`config.mk`:
```
export PLATFORM = sky130hd
export DESIGN_NAME = bus_sequencer
export DESIGN_NICKNAME = d
export VERILOG_FILES = /design/src/rtl/bus_sequencer_pkg.sv /design/src/rtl/bus_sequencer_cmd_fifo.sv /design/src/rtl/bus_sequencer.sv
export SDC_FILE = /design/constraint.sdc
export NUM_CORES = 1
export LEC_CHECK = 0
export ABC_AREA = 1
export BUFFER_PORTS_ARGS = -buffer_cell sky130_fd_sc_hd__buf_2
export CORE_MARGIN = 4
export CORE_UTILIZATION = 30
export CTS_BUF_LIST = sky130_fd_sc_hd__clkbuf_8 sky130_fd_sc_hd__clkbuf_16
export CTS_CLUSTER_DIAMETER = 50
export CTS_CLUSTER_SIZE = 40
export DETAILED_ROUTE_END_ITERATION = 16
export PLACE_DENSITY_LB_ADDON = 0.25
export SETUP_SLACK_MARGIN = 0.4
export SLEW_MARGIN = 5
export SYNTH_ARGS = -nofsm -noshare
export SYNTH_HDL_FRONTEND = slang
export SYNTH_SLANG_ARGS = --single-unit
```
`constraint.sdc`:
```
create_clock -name clk -period 4.9 [get_ports clk]
set_clock_uncertainty 0.05 [all_clocks]
set_input_delay 0.98 -clock clk [delete_from_list [all_inputs] [get_ports clk]]
set_output_delay 0.98 -clock clk [all_outputs]
set_load 0.005 [all_outputs]
```
`src/rtl/bus_sequencer_pkg.sv`:
```
// Shared types and constants for the bus sequencer.
// Select code values and the FSM state encoding.
package bus_sequencer_pkg;

  localparam int SELW = 3;

  localparam logic [SELW-1:0] SRC_A  = 3'd0;
  localparam logic [SELW-1:0] SRC_B  = 3'd1;
  localparam logic [SELW-1:0] SRC_IN = 3'd2;

  localparam logic [SELW-1:0] DST_A   = 3'd0;
  localparam logic [SELW-1:0] DST_B   = 3'd1;
  localparam logic [SELW-1:0] DST_OUT = 3'd2;

  typedef enum logic [1:0] {
    ST_IDLE  = 2'd0,
    ST_DRIVE = 2'd1,
    ST_LATCH = 2'd2
  } state_t;

endpackage

```
`src/rtl/bus_sequencer_cmd_fifo.sv`:
```
// Command FIFO: power-of-2 depth, separate count.
// Head entry is visible combinationally on rdata.
module cmd_fifo #(
  parameter int DEPTH = 4,
  parameter int W     = 6,
  localparam int AW   = $clog2(DEPTH),
  localparam int CW   = AW + 1
) (
  input  logic          clk,
  input  logic          rst_n,
  input  logic          push,
  input  logic          pop,
  input  logic [W-1:0]  wdata,
  output logic [W-1:0]  rdata,
  output logic          full,
  output logic          empty,
  output logic [CW-1:0] count
);

  logic [W-1:0]  mem_q [DEPTH];
  logic [AW-1:0] wptr_q, wptr_d;
  logic [AW-1:0] rptr_q, rptr_d;
  logic [CW-1:0] cnt_q, cnt_d;
  logic          do_push, do_pop;

  assign full    = (cnt_q == CW'(DEPTH));
  assign empty   = (cnt_q == '0);
  assign count   = cnt_q;
  assign rdata   = mem_q[rptr_q];
  assign do_push = push & ~full;
  assign do_pop  = pop & ~empty;

  // Next pointer and occupancy values.
  always_comb begin
    wptr_d = wptr_q;
    rptr_d = rptr_q;
    cnt_d  = cnt_q;
    if (do_push) wptr_d = wptr_q + AW'(1);
    if (do_pop)  rptr_d = rptr_q + AW'(1);
    unique case ({do_push, do_pop})
      2'b10:   cnt_d = cnt_q + CW'(1);
      2'b01:   cnt_d = cnt_q - CW'(1);
      default: cnt_d = cnt_q;
    endcase
  end

  // Pointer and count registers.
  always_ff @(posedge clk or negedge rst_n) begin
    if (!rst_n) begin
      wptr_q <= '0;
      rptr_q <= '0;
      cnt_q  <= '0;
    end else begin
      wptr_q <= wptr_d;
      rptr_q <= rptr_d;
      cnt_q  <= cnt_d;
    end
  end

  // Storage; contents are don't-care while empty.
  always_ff @(posedge clk) begin
    if (do_push) mem_q[wptr_q] <= wdata;
  end

endmodule

```
`src/rtl/bus_sequencer.sv`:
```
// Register-transfer sequencer: queues commands and
// drives datapath selects/enables in two phases.
module bus_sequencer
  import bus_sequencer_pkg::*;
#(
  parameter int DEPTH = 4,
  parameter int SELW  = bus_sequencer_pkg::SELW
) (
  input  logic            clk,
  input  logic            rst,
  input  logic            cmd_valid,
  output logic            cmd_ready,
  input  logic [SELW-1:0] cmd_src,
  input  logic [SELW-1:0] cmd_dst,
  input  logic            halt,
  output logic [SELW-1:0] selsrc,
  output logic            srcen,
  output logic [SELW-1:0] seldst,
  output logic            dsten,
  output logic            busy,
  output logic            done,
  output logic            err
);

  localparam int CW = $clog2(DEPTH) + 1;

  logic [2*SELW-1:0] head;
  logic [SELW-1:0]   head_src, head_dst;
  logic              full, empty;
  logic [CW-1:0]     count;
  logic              push, pop, legal;

  state_t          state_q, state_d;
  logic [SELW-1:0] selsrc_q, selsrc_d;
  logic [SELW-1:0] seldst_q, seldst_d;
  logic            srcen_q, srcen_d;
  logic            dsten_q, dsten_d;
  logic            done_q, done_d;
  logic            err_q, err_d;
  logic            rdy_q, rdy_d;

  cmd_fifo #(
    .DEPTH (DEPTH),
    .W     (2*SELW)
  ) u_fifo (
    .clk   (clk),
    .rst_n (rst),
    .push  (push),
    .pop   (pop),
    .wdata ({cmd_src, cmd_dst}),
    .rdata (head),
    .full  (full),
    .empty (empty),
    .count (count)
  );

  assign head_src  = head[2*SELW-1:SELW];
  assign head_dst  = head[SELW-1:0];
  assign legal     = (head_src <= SELW'(SRC_IN)) &&
                     (head_dst <= SELW'(DST_OUT));
  assign cmd_ready = rdy_q & ~full;
  assign push      = cmd_valid & cmd_ready;
  assign pop       = ~empty & ~halt &
                     ((state_q == ST_IDLE) ||
                      (state_q == ST_LATCH));
  assign busy      = (state_q != ST_IDLE) | (count != '0);

  assign selsrc = selsrc_q;
  assign seldst = seldst_q;
  assign srcen  = srcen_q;
  assign dsten  = dsten_q;
  assign done   = done_q;
  assign err    = err_q;

  // Next state and next registered outputs.
  always_comb begin
    state_d  = state_q;
    selsrc_d = selsrc_q;
    seldst_d = seldst_q;
    srcen_d  = 1'b0;
    dsten_d  = 1'b0;
    done_d   = 1'b0;
    err_d    = 1'b0;
    rdy_d    = 1'b1;
    unique case (state_q)
      ST_IDLE: begin
        if (pop) begin
          if (legal) begin
            state_d  = ST_DRIVE;
            selsrc_d = head_src;
            seldst_d = head_dst;
            srcen_d  = 1'b1;
          end else begin
            err_d = 1'b1;
          end
        end
      end
      ST_DRIVE: begin
        state_d = ST_LATCH;
        srcen_d = 1'b1;
        dsten_d = 1'b1;
      end
      ST_LATCH: begin
        done_d  = 1'b1;
        state_d = ST_IDLE;
        if (pop) begin
          if (legal) begin
            state_d  = ST_DRIVE;
            selsrc_d = head_src;
            seldst_d = head_dst;
            srcen_d  = 1'b1;
          end else begin
            err_d = 1'b1;
          end
        end
      end
      default: state_d = ST_IDLE;
    endcase
  end

  // FSM state and output registers.
  always_ff @(posedge clk or negedge rst) begin
    if (!rst) begin
      state_q  <= ST_IDLE;
      selsrc_q <= '0;
      seldst_q <= '0;
      srcen_q  <= 1'b0;
      dsten_q  <= 1'b0;
      done_q   <= 1'b0;
      err_q    <= 1'b0;
      rdy_q    <= 1'b0;
    end else begin
      state_q  <= state_d;
      selsrc_q <= selsrc_d;
      seldst_q <= seldst_d;
      srcen_q  <= srcen_d;
      dsten_q  <= dsten_d;
      done_q   <= done_d;
      err_q    <= err_d;
      rdy_q    <= rdy_d;
    end
  end

endmodule

```
# ---- After elaboration in Yosys (flattened, before gate mapping)
# Memory sizes are Yosys's and may differ from the RTL's.
# Index checks and enable logic that the tools add are counted.
# Widths: inputs -> output; s select.
dict set report classes {
  add_sub_neg 4
  n_lt_le_gt_ge 2
  eq_ne 7
  mux 16
  bitwise 10
  reduce_logical 10
}
# op count
set op_table {}
lappend op_table {{$mux 1} 11}
lappend op_table {{$and 1x1->1} 6}
lappend op_table {{$le 3x2->1 const B} 2}
lappend op_table {{$pmux 2 s3} 1}
lappend op_table {{$pmux 3 s2} 1}
lappend op_table {{$add 2x1->2 const B} 2}
lappend op_table {{$eq 2x1->1 const B} 2}
lappend op_table {{$eq 2x2->1 const B} 2}
lappend op_table {{$mux 2} 2}
lappend op_table {{$reduce_bool 2->1} 2}
lappend op_table {{$add 3x1->3 const B} 1}
lappend op_table {{$eq 3x3->1 const B} 1}
lappend op_table {{$logic_not 3->1} 1}
lappend op_table {{$not 1->1} 3}
lappend op_table {{$reduce_and 3->1} 1}
lappend op_table {{$reduce_bool 3->1} 1}
lappend op_table {{$sub 3x1->3 const B} 1}
lappend op_table {{$logic_not 2->1} 1}
lappend op_table {{$ne 2x1->1 const B} 1}
lappend op_table {{$ne 2x2->1 const B} 1}
lappend op_table {{$pmux 1 s2} 1}
lappend op_table {{$reduce_and 2->1} 1}
lappend op_table {{$reduce_or 2->1} 1}
lappend op_table {{$logic_and 1x1->1} 1}
lappend op_table {{other kinds (2)} 2}
dict set report word_totals {
  register_bits 20
  ramBits 24
  input_bits 10
  wordCells 61
  mem_count 1
}
# name words width rd rd_clocked_by_memory_dff wr line
set mem_list {}
lappend mem_list {u_fifo.mem_q 4 6 1 0 1 bus_sequencer_cmd_fifo.sv:20} ;# logic [W-1:0] mem_q [DEPTH];

# ---- Longest topological paths before layout
dict set report logic_depth {
  word_depth 7
  depth_mapped 9
  depth_no_buf 9
}

# ---- By module
# Synthesis repeated with hierarchy kept, for this count alone.
dict set report unflattened {
  hier_cells 186
  area_unflattened_um2 1979.4
}
# module n_inst cells_per_inst area_per_inst_um2 seq_area_each_um2
set modules_own_cells {}
lappend modules_own_cells {cmd_fifo 1 131 1435.1 895.9}
lappend modules_own_cells {bus_sequencer 1 55 544.3 325.3}

# ---- Worst setup path before layout
# Ideal clock, no wire load.
dict set report synth_path {
  path_type {input-to-reg}
  startpoint {input halt}
  endpoint {register u_fifo.cnt_q[1], in the netlist u_fifo.count[1]}
  setup_time_ns 0.125
  arrival_ns 2.220
  t_required_ns 4.725
  path_slack_ns 2.506
  stages 4
  n_path_buf 0
  path_cell_list {nor3_4 > ha_1 > fa_1 > mux2_2}
}
dict set report synth_via {
  elab_chain_len 6
}
# item line
set synth_lines {}
lappend synth_lines {{from (decl)} bus_sequencer.sv:15} ;# input logic halt,
lappend synth_lines {{$not 1->1 *} bus_sequencer.sv:63} ;# assign pop = ~empty & ~halt &
lappend synth_lines {{$and 1x1->1 * (2 in a row)} bus_sequencer.sv:63}
lappend synth_lines {{$and 1x1->1 *} bus_sequencer_cmd_fifo.sv:31} ;# assign do_pop = pop & ~empty;
lappend synth_lines {{$eq 2x1->1 / $eq 2x2->1 (equally long branches)} bus_sequencer_cmd_fifo.sv:40} ;# unique case ({do_push, do_pop})
lappend synth_lines {{$pmux 3 s2 *} bus_sequencer_cmd_fifo.sv:40}
lappend synth_lines {{named net u_fifo.cnt_d[1]} bus_sequencer_cmd_fifo.sv:23} ;# logic [CW-1:0] cnt_q, cnt_d;
lappend synth_lines {{to (signal assigned)} bus_sequencer_cmd_fifo.sv:56} ;# cnt_q <= cnt_d;
lappend synth_lines {{to (decl)} bus_sequencer_cmd_fifo.sv:23}
# Mark *: on every way through the listed nets, which the timed path passes. The rest lies on a longest branch.
# A chain may end at the register's enable or synchronous reset.

# ---- Final worst setup path
dict set report layout_path {
  startpoint {register u_fifo.cnt_q[0], in the netlist u_fifo.count[0]}
  endpoint {output busy}
}
dict set report layout_via {
  elab_chain_len 2
}
# item line
set layout_lines {}
lappend layout_lines {{$reduce_bool 3->1} bus_sequencer.sv:66} ;# assign busy = (state_q != ST_IDLE) | (count != '0);
lappend layout_lines {{$or 1x1->1} bus_sequencer.sv:66}
lappend layout_lines {{to (decl)} bus_sequencer.sv:20} ;# output logic busy,
# No other way between the ends.

==> results list <==
- Counting the fill cells in the layout gives 607.
- After floorplanning, the core was sized to cover approximately 6000 um^2.
- Clock latency reported for the late side of the worst-skew pair: 0.29 ns
- For the worst setup path, the data required time is between 3 and 4 ns.
- Number of standard cells after synthesis: 166
- Setup violations remaining at the end of the flow were counted as 0.
- The worst hold path begins at seldst[1].
* Cell types occupying the most area after synthesis: edfxtp_1 (38%), dfrtp_1 (27%), nand2_1 (7.0%)
* Root buffer cell: clkbuf_8
- Combinational logic burns 33.3% of the power.
- Measured against its own limit, the worst slew margin works out to 59.47%.
- IR drop worst, VDD: 0.1921 mV
- The min-delay analysis places its worst path in the category reg2reg.
- FF/Latch Area: 1221 um^2
- Global-route wire length before repair: ~5.4 mm
* Worst hold-check slack: 0.4266 ns
* Number of nets with antenna violations after detailed routing: 0
- Part of the power in the clock network: 18.5%
- CTS-repair resized insts: 0
- The number of pins with negative max-slew slack in the final report came to 0.
- Total Routing Usage GR: under 10%
* # H-tree levels: 2
- Summing the sequential cell areas from Yosys gives 65.07% of the chip area.
- Post-CTS Hold Fix Bufs: 0
- The number of setup buffers added after CTS is 0.
- Num CTS Buffers: 5
- The net count of the finished layout is 209.
- Switching power total: roughly 0.42 mW
- Startpoint-to-endpoint class of the critical path: reg2out
- Wire length per cell after detailed routing: around 11 um
- For this block, the routed nets add up to around 3.0 mm of wire.
- Leakage power total: approximately 1 nW
* Data arrival time of the critical path: 1.46 ns
- Detailed placement finished with a half-perimeter wire length of between 2 and 2.5 mm.
* Total number of clock tree sinks: 44
* Yosys warning total: 0
* PortBufs: 21
* R2r startpoint: u_fifo.count[0]
- Row count: 28
- Power spread over the standard cell area amounts to approximately 540 nW/um^2.
* #FFs+latches synth: 44
- Switching part of the total power: a little over a third
- Overall power after layout: about 1.2 mW
- 0 antenna diodes ended up in the layout.
* Vias in the first global route: 1110
* Via count of the routed design: between 1000 and 1500
- Ys async rst share: 45.45%
* Highest net fanout along the worst path: 4
* Setup total negative slack: 0 ns
- Initial antenna violation count: 0
- Clock-pin slew was measured on the worst setup and hold paths at 0.08 ns.
- Tracing the worst setup path back leads to its startpoint at u_fifo.count[0].
- For this configuration, the core starts out at a cell density of around 31%.
- Design Area, Final: 2148 um^2
- First-pass detailed-route iteration total: 4
* Final Util: 35.86%
- Final cycle utilization of the critical path: 50.85%
- Most common cell in the netlist: nand2_1
- Synthesized area: 1877 um^2
- A synthesized cell averages 11.31 um^2.
* Grt total ovfl: 0
* Area used by multi-input combinational logic: 535.5 um^2
- Sequential cells burn roughly half of the power.
- In this run the deepest clock path goes through 2 buffers.
- After detailed routing, the number of remaining DRC violations is 0.
* Leading area contributor after synthesis: edfxtp_1
- Leading register cell type out of synthesis: edfxtp_1
- For this run, the top clock speed supported by timing is approximately 400 MHz.
- At the pin with the least slew margin, the transition time is ~0.6 ns.
* Dpl cell area: 2064 um^2
- Compared with the post-synthesis result, the final layout area differs by 14.47%.
- First-iteration detailed-routing DRC count: 20
* Share of post-route cells with drive strength above 1: around 20%
* Max-Cap Viols: 0
- Final critical path time including I/O delays and setup: 2.492 ns
- Distinct cell type count of the synthesized netlist: 26
- After synthesis, the most frequently instantiated cells are nand2_1 (35), inv_1 (27), edfxtp_1 (24), dfrtp_1 (20), nor2_1 (14).
- The internal portion of the total power is around 0.73 mW.
- The worst setup path is launched from a flop.
- Result of the run: finished clean
* Capturing element type of the critical path: output port
* Top-level port count: 22
- In this run the horizontal extent of the chip is 87.10 um.
* Hold Vio Cnt, Final: 0
- Setup repair after global routing left no endpoint under its margin.
- The die covers 7586 um^2.
* Pin count of the biggest net entering global routing: 21
- Die extent in y: 87.10 um
- In this run the biggest area consumer among cell types represents a little under two fifths of the synthesized area.
* Average via count per standard cell: 4.130
* Post-Syn Nets: 182
- TritonCTS built the clock tree.
- In this run, synthesis inferred 24 flip-flops with an integrated enable.
* Gpl congestion: 0.6713
## routing by layer
layer	global-route usage, %	share of wire, %	vias to the layer above
met5	0	0	-
met2	15.25	49	15
met1	11.60	45	514
li1	-	-	576
met4	5.021	2.6	0
met3	2.838	3.5	6
## placed cells by master (no fill, tap or decap), types with 3 or more instances in the layout
cell      netlist  layout
nor2_1         14      14
buf_2           0      21
clkbuf_8        0       5
ha_1            5       5
nand3_1        13      13
edfxtp_1       24      24
dfrtp_1        20      20
nand2_1        35      35
inv_1          27      28
nand2_2         3       3
xor2_1          3       3
## power groups by stage
stage	clock network (mW)	logic [mW]	registers, mW
global placement	0	0.386	0.565
global route	0.240	0.454	0.574
CTS	0.224	0.396	0.559
finish	0.213	0.384	0.555
floorplan	0	0.301	0.546
detailed placement	0	0.395	0.567
## critical path, stage by stage (launching register included)
cell     delay (ns)
dfrtp_1        0.44
nor3_1         0.46
nand3_1        0.12
buf_2          0.16
## sequential cells by signal, summed over array words and instances (netlist names)
register       flops
srcen              1
state_q            2
dsten              1
u_fifo.count       3
u_fifo.rptr_q      2
u_fifo.mem_q      24
err                1
u_fifo.wptr_q      2
seldst             3
rdy_q              1
done               1
selsrc             3
## final timing paths
path / cells after the start / slack, ns / endpoint
max in group asynchronous: 1 / 3.92 / u_fifo.count[0]
max: 3 / 2.41 / busy
min in group asynchronous: 1 / 0.57 / state_q[1]
max reg2reg: 7 / 2.64 / u_fifo.count[2]
min: 2 / 0.43 / seldst[1]
min reg2reg: 2 / 0.43 / seldst[1]
## metrics by stage
step / setup WS, ns / instances
floorplan: 2.506 / 166
global placement: 2.297 / 261
detailed placement: 2.261 / 261
CTS: 2.386 / 269
global route: 2.264 / 269
finish: 2.409 / 269
## cell families (layout without fill, tap and decap cells)
| family | after synthesis | count (layout) | share of synthesized area, % |
|---|---|---|---|
| AO/OA/AOI/OAI | 6 | 6 | 1.733 |
| XOR/XNOR | 5 | 5 | 2.334 |
| adder cells (fa/ha/maj) | 6 | 6 | 4.400 |
| buffers and inverters | 30 | 58 | 6.400 |
| flip-flops | 44 | 44 | 65.07 |
| multiplexers | 1 | 1 | 0.6000 |
| other | 1 | 1 | 0.1998 |
| AND/OR/NAND/NOR | 73 | 73 | 19.27 |
## final cells by class
type	count	share of cell area, %
repair buffers	21	4.892
clock buffers	5	3.203
well taps	75	4.368
inverters	29	5.067
clock inverters	3	0.6989
flip-flops and latches	44	56.84
multi-input cells	92	24.93
(Power assumes the default switching activity.)
